## src/rtl/i2s_rx_flex_if.sv

```systemverilog
// Serial-side inputs and word-side outputs of the flexible I2S receiver.
// master drives the pad stream and consumes words; slave is the receiver.
interface i2s_rx_flex_if #(
  parameter int DATA_W = 32,
  parameter int LEN_W  = 6
);
  logic              in_valid;
  logic              SD;
  logic              WS;
  logic              lj;
  logic              out_valid;
  logic              out_ch;
  logic [DATA_W-1:0] out_data;
  logic [LEN_W-1:0]  out_len;
  logic              out_trunc;

  modport master (
    output in_valid, SD, WS, lj,
    input  out_valid, out_ch, out_data, out_len, out_trunc
  );

  modport slave (
    input  in_valid, SD, WS, lj,
    output out_valid, out_ch, out_data, out_len, out_trunc
  );
endinterface

```

## src/rtl/i2s_rx_flex.sv

```systemverilog
// Deserialises an SD/WS bit stream (I2S or left-justified) into one tagged,
// left-aligned word per slot; long slots are truncated and flagged.
//
// state  | meaning
// S_IDLE | no stream active, waiting for the first valid bit
// S_RECV | assembling a slot; channel change or in_valid=0 completes it
module i2s_rx_flex #(
  parameter int DATA_W = 32,
  parameter int LEN_W  = 6
) (
  input  logic          clk,
  input  logic          rst,
  i2s_rx_flex_if.slave  bus
);
  typedef enum logic {S_IDLE, S_RECV} state_t;

  localparam logic [DATA_W-1:0] MSB_ONE = {1'b1, {(DATA_W-1){1'b0}}};
  localparam logic [DATA_W-1:0] POS_2ND = MSB_ONE >> 1;

  state_t            state_q, state_d;
  logic              mode_q, mode_d;
  logic              ws_prev_q, ws_prev_d;
  logic              ch_q, ch_d;
  logic [DATA_W-1:0] sh_q, sh_d;
  logic [DATA_W-1:0] pos_q, pos_d;
  logic [LEN_W-1:0]  len_q, len_d;
  logic              trunc_q, trunc_d;
  logic              ov_q, ov_d;
  logic              och_q, och_d;
  logic [DATA_W-1:0] odata_q, odata_d;
  logic [LEN_W-1:0]  olen_q, olen_d;
  logic              otr_q, otr_d;
  logic              bit_ch, new_ch, start_word, done_word;

  always_ff @(posedge clk or posedge rst) begin
    if (rst) begin
      state_q   <= S_IDLE;
      mode_q    <= 1'b0;
      ws_prev_q <= 1'b0;
      ch_q      <= 1'b0;
      sh_q      <= '0;
      pos_q     <= '0;
      len_q     <= '0;
      trunc_q   <= 1'b0;
      ov_q      <= 1'b0;
      och_q     <= 1'b0;
      odata_q   <= '0;
      olen_q    <= '0;
      otr_q     <= 1'b0;
    end else begin
      state_q   <= state_d;
      mode_q    <= mode_d;
      ws_prev_q <= ws_prev_d;
      ch_q      <= ch_d;
      sh_q      <= sh_d;
      pos_q     <= pos_d;
      len_q     <= len_d;
      trunc_q   <= trunc_d;
      ov_q      <= ov_d;
      och_q     <= och_d;
      odata_q   <= odata_d;
      olen_q    <= olen_d;
      otr_q     <= otr_d;
    end
  end

  always_comb begin
    state_d    = state_q;
    mode_d     = mode_q;
    ws_prev_d  = ws_prev_q;
    ch_d       = ch_q;
    sh_d       = sh_q;
    pos_d      = pos_q;
    len_d      = len_q;
    trunc_d    = trunc_q;
    ov_d       = 1'b0;
    och_d      = och_q;
    odata_d    = odata_q;
    olen_d     = olen_q;
    otr_d      = otr_q;
    start_word = 1'b0;
    done_word  = 1'b0;
    new_ch     = bus.WS;
    // I2S delays the channel by one bit; left-justified uses the current WS
    bit_ch     = mode_q ? bus.WS : ws_prev_q;

    case (state_q)
      S_IDLE: begin
        if (bus.in_valid) begin
          start_word = 1'b1;
          mode_d     = bus.lj;
          state_d    = S_RECV;
        end
      end
      S_RECV: begin
        if (!bus.in_valid) begin
          done_word = 1'b1;
          state_d   = S_IDLE;
        end else if (bit_ch == ch_q) begin
          // pos_q marks the next free bit; zero means the word is already full
          if (pos_q == '0) begin
            trunc_d = 1'b1;
          end else begin
            if (bus.SD) sh_d = sh_q | pos_q;
            pos_d = pos_q >> 1;
          end
          if (len_q != '1) len_d = len_q + 1'b1;
        end else begin
          done_word  = 1'b1;
          start_word = 1'b1;
          new_ch     = bit_ch;
        end
      end
      default: state_d = S_IDLE;
    endcase

    if (bus.in_valid) ws_prev_d = bus.WS;

    if (done_word) begin
      ov_d    = 1'b1;
      och_d   = ch_q;
      odata_d = sh_q;
      olen_d  = len_q;
      otr_d   = trunc_q;
    end

    if (start_word) begin
      ch_d    = new_ch;
      sh_d    = bus.SD ? MSB_ONE : '0;
      pos_d   = POS_2ND;
      len_d   = LEN_W'(1);
      trunc_d = 1'b0;
    end
  end

  assign bus.out_valid = ov_q;
  assign bus.out_ch    = och_q;
  assign bus.out_data  = odata_q;
  assign bus.out_len   = olen_q;
  assign bus.out_trunc = otr_q;
endmodule

```

## src/flat_wrapper.sv

```systemverilog
// flat-port wrapper written by rule: the top's interface ports become plain ports
module i2s_rx_flex_flat 
#(
  parameter int DATA_W = 32,
  parameter int LEN_W  = 6
)
  (clk, rst, bus_in_valid, bus_SD, bus_WS, bus_lj, bus_out_valid, bus_out_ch, bus_out_data, bus_out_len, bus_out_trunc);
  i2s_rx_flex_if #(.DATA_W(DATA_W), .LEN_W(LEN_W)) bus_i ();
  input  logic clk;
  input  logic rst;
  input wire logic [$bits(bus_i.in_valid)-1:0] bus_in_valid;
  input wire logic [$bits(bus_i.SD)-1:0] bus_SD;
  input wire logic [$bits(bus_i.WS)-1:0] bus_WS;
  input wire logic [$bits(bus_i.lj)-1:0] bus_lj;
  output wire logic [$bits(bus_i.out_valid)-1:0] bus_out_valid;
  output wire logic [$bits(bus_i.out_ch)-1:0] bus_out_ch;
  output wire logic [$bits(bus_i.out_data)-1:0] bus_out_data;
  output wire logic [$bits(bus_i.out_len)-1:0] bus_out_len;
  output wire logic [$bits(bus_i.out_trunc)-1:0] bus_out_trunc;
  assign bus_i.in_valid = bus_in_valid;
  assign bus_i.SD = bus_SD;
  assign bus_i.WS = bus_WS;
  assign bus_i.lj = bus_lj;
  assign bus_out_valid = bus_i.out_valid;
  assign bus_out_ch = bus_i.out_ch;
  assign bus_out_data = bus_i.out_data;
  assign bus_out_len = bus_i.out_len;
  assign bus_out_trunc = bus_i.out_trunc;
  i2s_rx_flex #(.DATA_W(DATA_W), .LEN_W(LEN_W)) u_core (.clk(clk), .rst(rst), .bus(bus_i));
endmodule
```

## config.mk

```make
export PLATFORM = sky130hd
export DESIGN_NAME = i2s_rx_flex_flat
export DESIGN_NICKNAME = d
export VERILOG_FILES = /design/src/rtl/i2s_rx_flex_if.sv /design/src/rtl/i2s_rx_flex.sv /design/src/flat_wrapper.sv
export SDC_FILE = /design/constraint.sdc
export NUM_CORES = 1
export LEC_CHECK = 0
export BUFFER_PORTS_ARGS = -buffer_cell sky130_fd_sc_hd__buf_2
export CORE_MARGIN = 3
export CORE_UTILIZATION = 40
export DETAILED_ROUTE_END_ITERATION = 8
export SYNTH_ARGS = -nofsm -noshare
export SYNTH_HDL_FRONTEND = slang
export SYNTH_SLANG_ARGS = --single-unit
export TNS_END_PERCENT = 10
```

## constraint.sdc

```tcl
create_clock -name clk -period 10.2 [get_ports clk]
set_input_delay 1.53 -clock clk [delete_from_list [all_inputs] [get_ports clk]]
set_output_delay 1.53 -clock clk [all_outputs]
set_load 0.03 [all_outputs]
```

==> impl_metrics.csv <==
group,metric,value,unit
global_route,busiest_layer,"met2",
hold_path,holdPathEnd,"u_core.sh_q[10]$_DFFE_PP0P_",
timing,fin_crit_sh,36.3,%
critical_path,cpLargestDelayFamily,"buffers and inverters",
route,dr.first_iter.drc_count,112,
critical_path,r2r_end,"u_core.sh_q[24]$_DFFE_PP0P_",
power,p_sw_share,23.6,%
critical_path,r2r_cells,5,
route,firstDrtPassIters,4,
route,via_per_inst,5.16,
finish,final_cell_mix,"dfrtp_1 (115), buf_2 (46), nor2_1 (39), nand2_1 (38)",
timing,fin_worst_skew,0.0114,ns
route,drc,0,
finish,nNetsFinal,416,
clock_tree,cts_buffers,17,
place,dp_cells,530,
flow_run,max-cap-violations,0,
timing,finalMaxSlewViolations,0,
critical_path,path_class,"in -> reg",
critical_path,cp.arrival,3.99,ns
synthesis,synth_area,4510,um2
power,p_comb_share,8.0,%
floorplanning,io_pins,47,
global_route,met2_usage,22.6,%
finish,area_growth,21.2,%
finish,layout-drive-gt1-share,29.9,%
floorplanning,dieArea,12600,um2
synthesis,synth_warnings,0,
critical_path,critPathLaunchType,"input port",
timing,max_freq,0.270,GHz
power,leakagePower,2.65,nW
hold_path,hold_depth,2,
timing,hold_viol,0,
finish,fin_cells,561,
power,p_int,0.000916,W
clock_tree,cts_setup_buffers,0,
timing,finalSetupTns,0,ns
place,dp_hpwl,5350,um
route,ant_nets,0,
route,routedWlPerCell,15.8,um
clock_tree,htreeDepth,4,
power,p_sw,0.000283,W
outcome,status,"finished clean",
clock_tree,hold_buffers,0,
critical_path,r2r_start,"u_core.mode_q$_DFFE_PP0P_",
clock_tree,cts_tree,"built",
power,power_frac_clock,51.5,%
synthesis,synth_seq_cells,115,
power,pwr-share-seq,40.4,%
power,peakVddDrop,0.000107,V
route,vias,2895,
global_route,grt_pass1_wl,15200,um
timing,fin_crit,3.71,ns
synthesis,syn_inst,363,
critical_path,cp_max_fo,47,
clock_tree,worstSkewPairLatency,0.40,ns
critical_path,crit_start,"bus_in_valid",
floorplanning,start_util,41.2,%
clock_tree,cts_root_buf,"clkbuf_16",
critical_path,path_cells,"buf_2 > clkinv_1 > o21ai_4 > inv_2 > mux2_4",
timing,setup_viol,0,
global_route,use_met3,4.20,%
floorplanning,core,10900,um2
synthesis,synth_fp_nets,370,
synthesis,netlist-cell-type-count,37,
global_route,grt_max_degree,77,
power,pwr_density_cell,219,nW/um2
floorplanning,dieHeight,112,um
global_route,antenna_found_initial,0,
global_route,grt_pass1_vias,2951,
critical_path,crit_buf_inv,3,
floorplanning,num_rows,38,
place,gp_congestion,0.743,
floorplanning,dieWidth,112,um
critical_path,required,10.48,ns
critical_path,end_kind,"flop",
finish,antenna_cells,0,
finish,layout_commonest_cell,"dfrtp_1",
place,port_buffers,46,
global_route,grt_use_total,15.2,%
synthesis,synth.top_cells.by_area,"dfrtp_1 (64%), mux2_2 (8.2%), o2bb2ai_1 (5.8%)",
clock_tree,path_clk_slew,0.05,ns
timing,max-slew-margin-rel,22.2,%
critical_path,rrSetupSlack,7.66,ns
hold_path,hp-start,"u_core.sh_q[10]$_DFFE_PP0P_",
synthesis,ys_seq_area_share,63.8,%
global_route,grt_use_met1,21.6,%
timing,rsz0062_at_grt,"no",
critical_path,cpPeakStageDelay,0.73,ns
synthesis,yosysTopAreaCell,"dfrtp_1",
clock_tree,clock_sinks,115,
global_route,overflow,0,
critical_path,slowest_stage,"o21ai_4",
timing,worst_pin_slew,1.17,ns
route,routed_wl,8840,um
synthesis,syn-mean-instance-area,12.4,um2
synthesis,post-synth-top-area-fraction,63.8,%
hold_path,hp-class,"reg -> reg",
clock_tree,cts_buffer_depth,2,
clock_tree,cts_resized,0,
-- kinds of logic after synthesis --
| family | after synthesis | synth area share, % |
|---|---|---|
| mux | 44 | 11.8 |
| simple gates | 101 | 9.77 |
| compound gates | 75 | 11.6 |
| fa+ha+maj | 1 | 0.277 |
| flops | 115 | 63.8 |
| buf+inv | 25 | 2.41 |
| xor+xnor | 2 | 0.389 |
-- worst max path at each step --
stage / to / depth (start not counted)
global placement: u_core.bus.out_data[8]$_DFFE_PP0P_ / 5
detailed placement: u_core.bus.out_data[5]$_DFFE_PP0P_ / 5
finish: u_core.bus.out_data[7]$_DFFE_PP0P_ / 5
global route: u_core.bus.out_data[7]$_DFFE_PP0P_ / 5
floorplan: u_core.bus.out_ch$_DFFE_PP0P_ / 1
CTS: u_core.bus.out_data[6]$_DFFE_PP0P_ / 5
-- cell usage after synthesis (all sizes together) --
library cell  instances
a22o                  1
a41oi                 1
nor4b                 1
nand4                 2
a21oi                33
nor3b                 1
nor2b                 1
xor2                  1
mux2i                 2
o2bb2ai              30
nand2b                3
ha                    1
nor4                  7
buf                   7
clkinv                1
nor2                 39
a21o                  1
nand3b                1
o21ai                 5
nand2                38
inv                   2
xnor2                 1
o21a                  2
nand3                 4
and4                  1
a32o                  1
clkbuf               15
mux2                 42
and2                  2
nor3                  1
a211oi                1
dfrtp               115
-- metrics by stage --
| step | power [W] | util, % | area (um2) | setup slack, ns | hold slack, ns |
|---|---|---|---|---|---|
| finish | 0.00120 | 50.0 | 5470 | 6.49 | 0.494 |
| global route | 0.00124 | 50.0 | 5470 | 6.23 | 0.522 |
| CTS | 0.00121 | 50.0 | 5470 | 6.44 | 0.496 |
| detailed placement | 0.000591 | 44.3 | 4840 | 6.02 | 0.483 |
| global placement | 0.000588 | 44.3 | 4840 | 6.09 | 0.474 |
| floorplan | 0.000565 | - | 4510 | 5.63 | 0.457 |
-- worst min-delay path, stage by stage (launching register included) --
cell and delay (ns):
dfrtp_1 0.34, a21oi_1 0.04, nor2_1 0.07
-- routing by layer --
layer	up-vias	share of wire, %
li1	1370	-
met1	1459	49
met2	60	46
met3	6	3.3
met4	0	0.90
met5	-	0
-- registers in the layout (all words and copies together), names as in the netlist --
signal	flops
u_core.trunc_q	1
u_core.bus.out_ch	1
u_core.bus.out_data	32
u_core.bus.out_len	6
u_core.ws_prev_q	1
u_core.mode_q	1
u_core.ch_q	1
u_core.sh_q	32
u_core.pos_q	31
u_core.bus.out_valid	1
u_core.state_q	1
u_core.bus.out_trunc	1
u_core.len_q	6
-- layout make-up --
class,instances,area [um2]
clock inverter,13,185
tap,140,175
multi-input combinational,223,1520
sequential,115,2880
timing repair buffer,49,253
inverter,3,13.8
fill,982,5470
clock buffer,18,439
-- power by group through the flow --
stage | registers (W) | clock network (W) | logic, W
after floorplan | 0.000507 | 0 | 0.0000583
after global placement | 0.000492 | 0 | 0.0000961
after detailed placement | 0.000493 | 0 | 0.0000980
after CTS | 0.000485 | 0.000628 | 0.0000982
after global routing | 0.000487 | 0.000650 | 0.000106
final | 0.000485 | 0.000618 | 0.0000963
(Power assumes the default switching activity.)
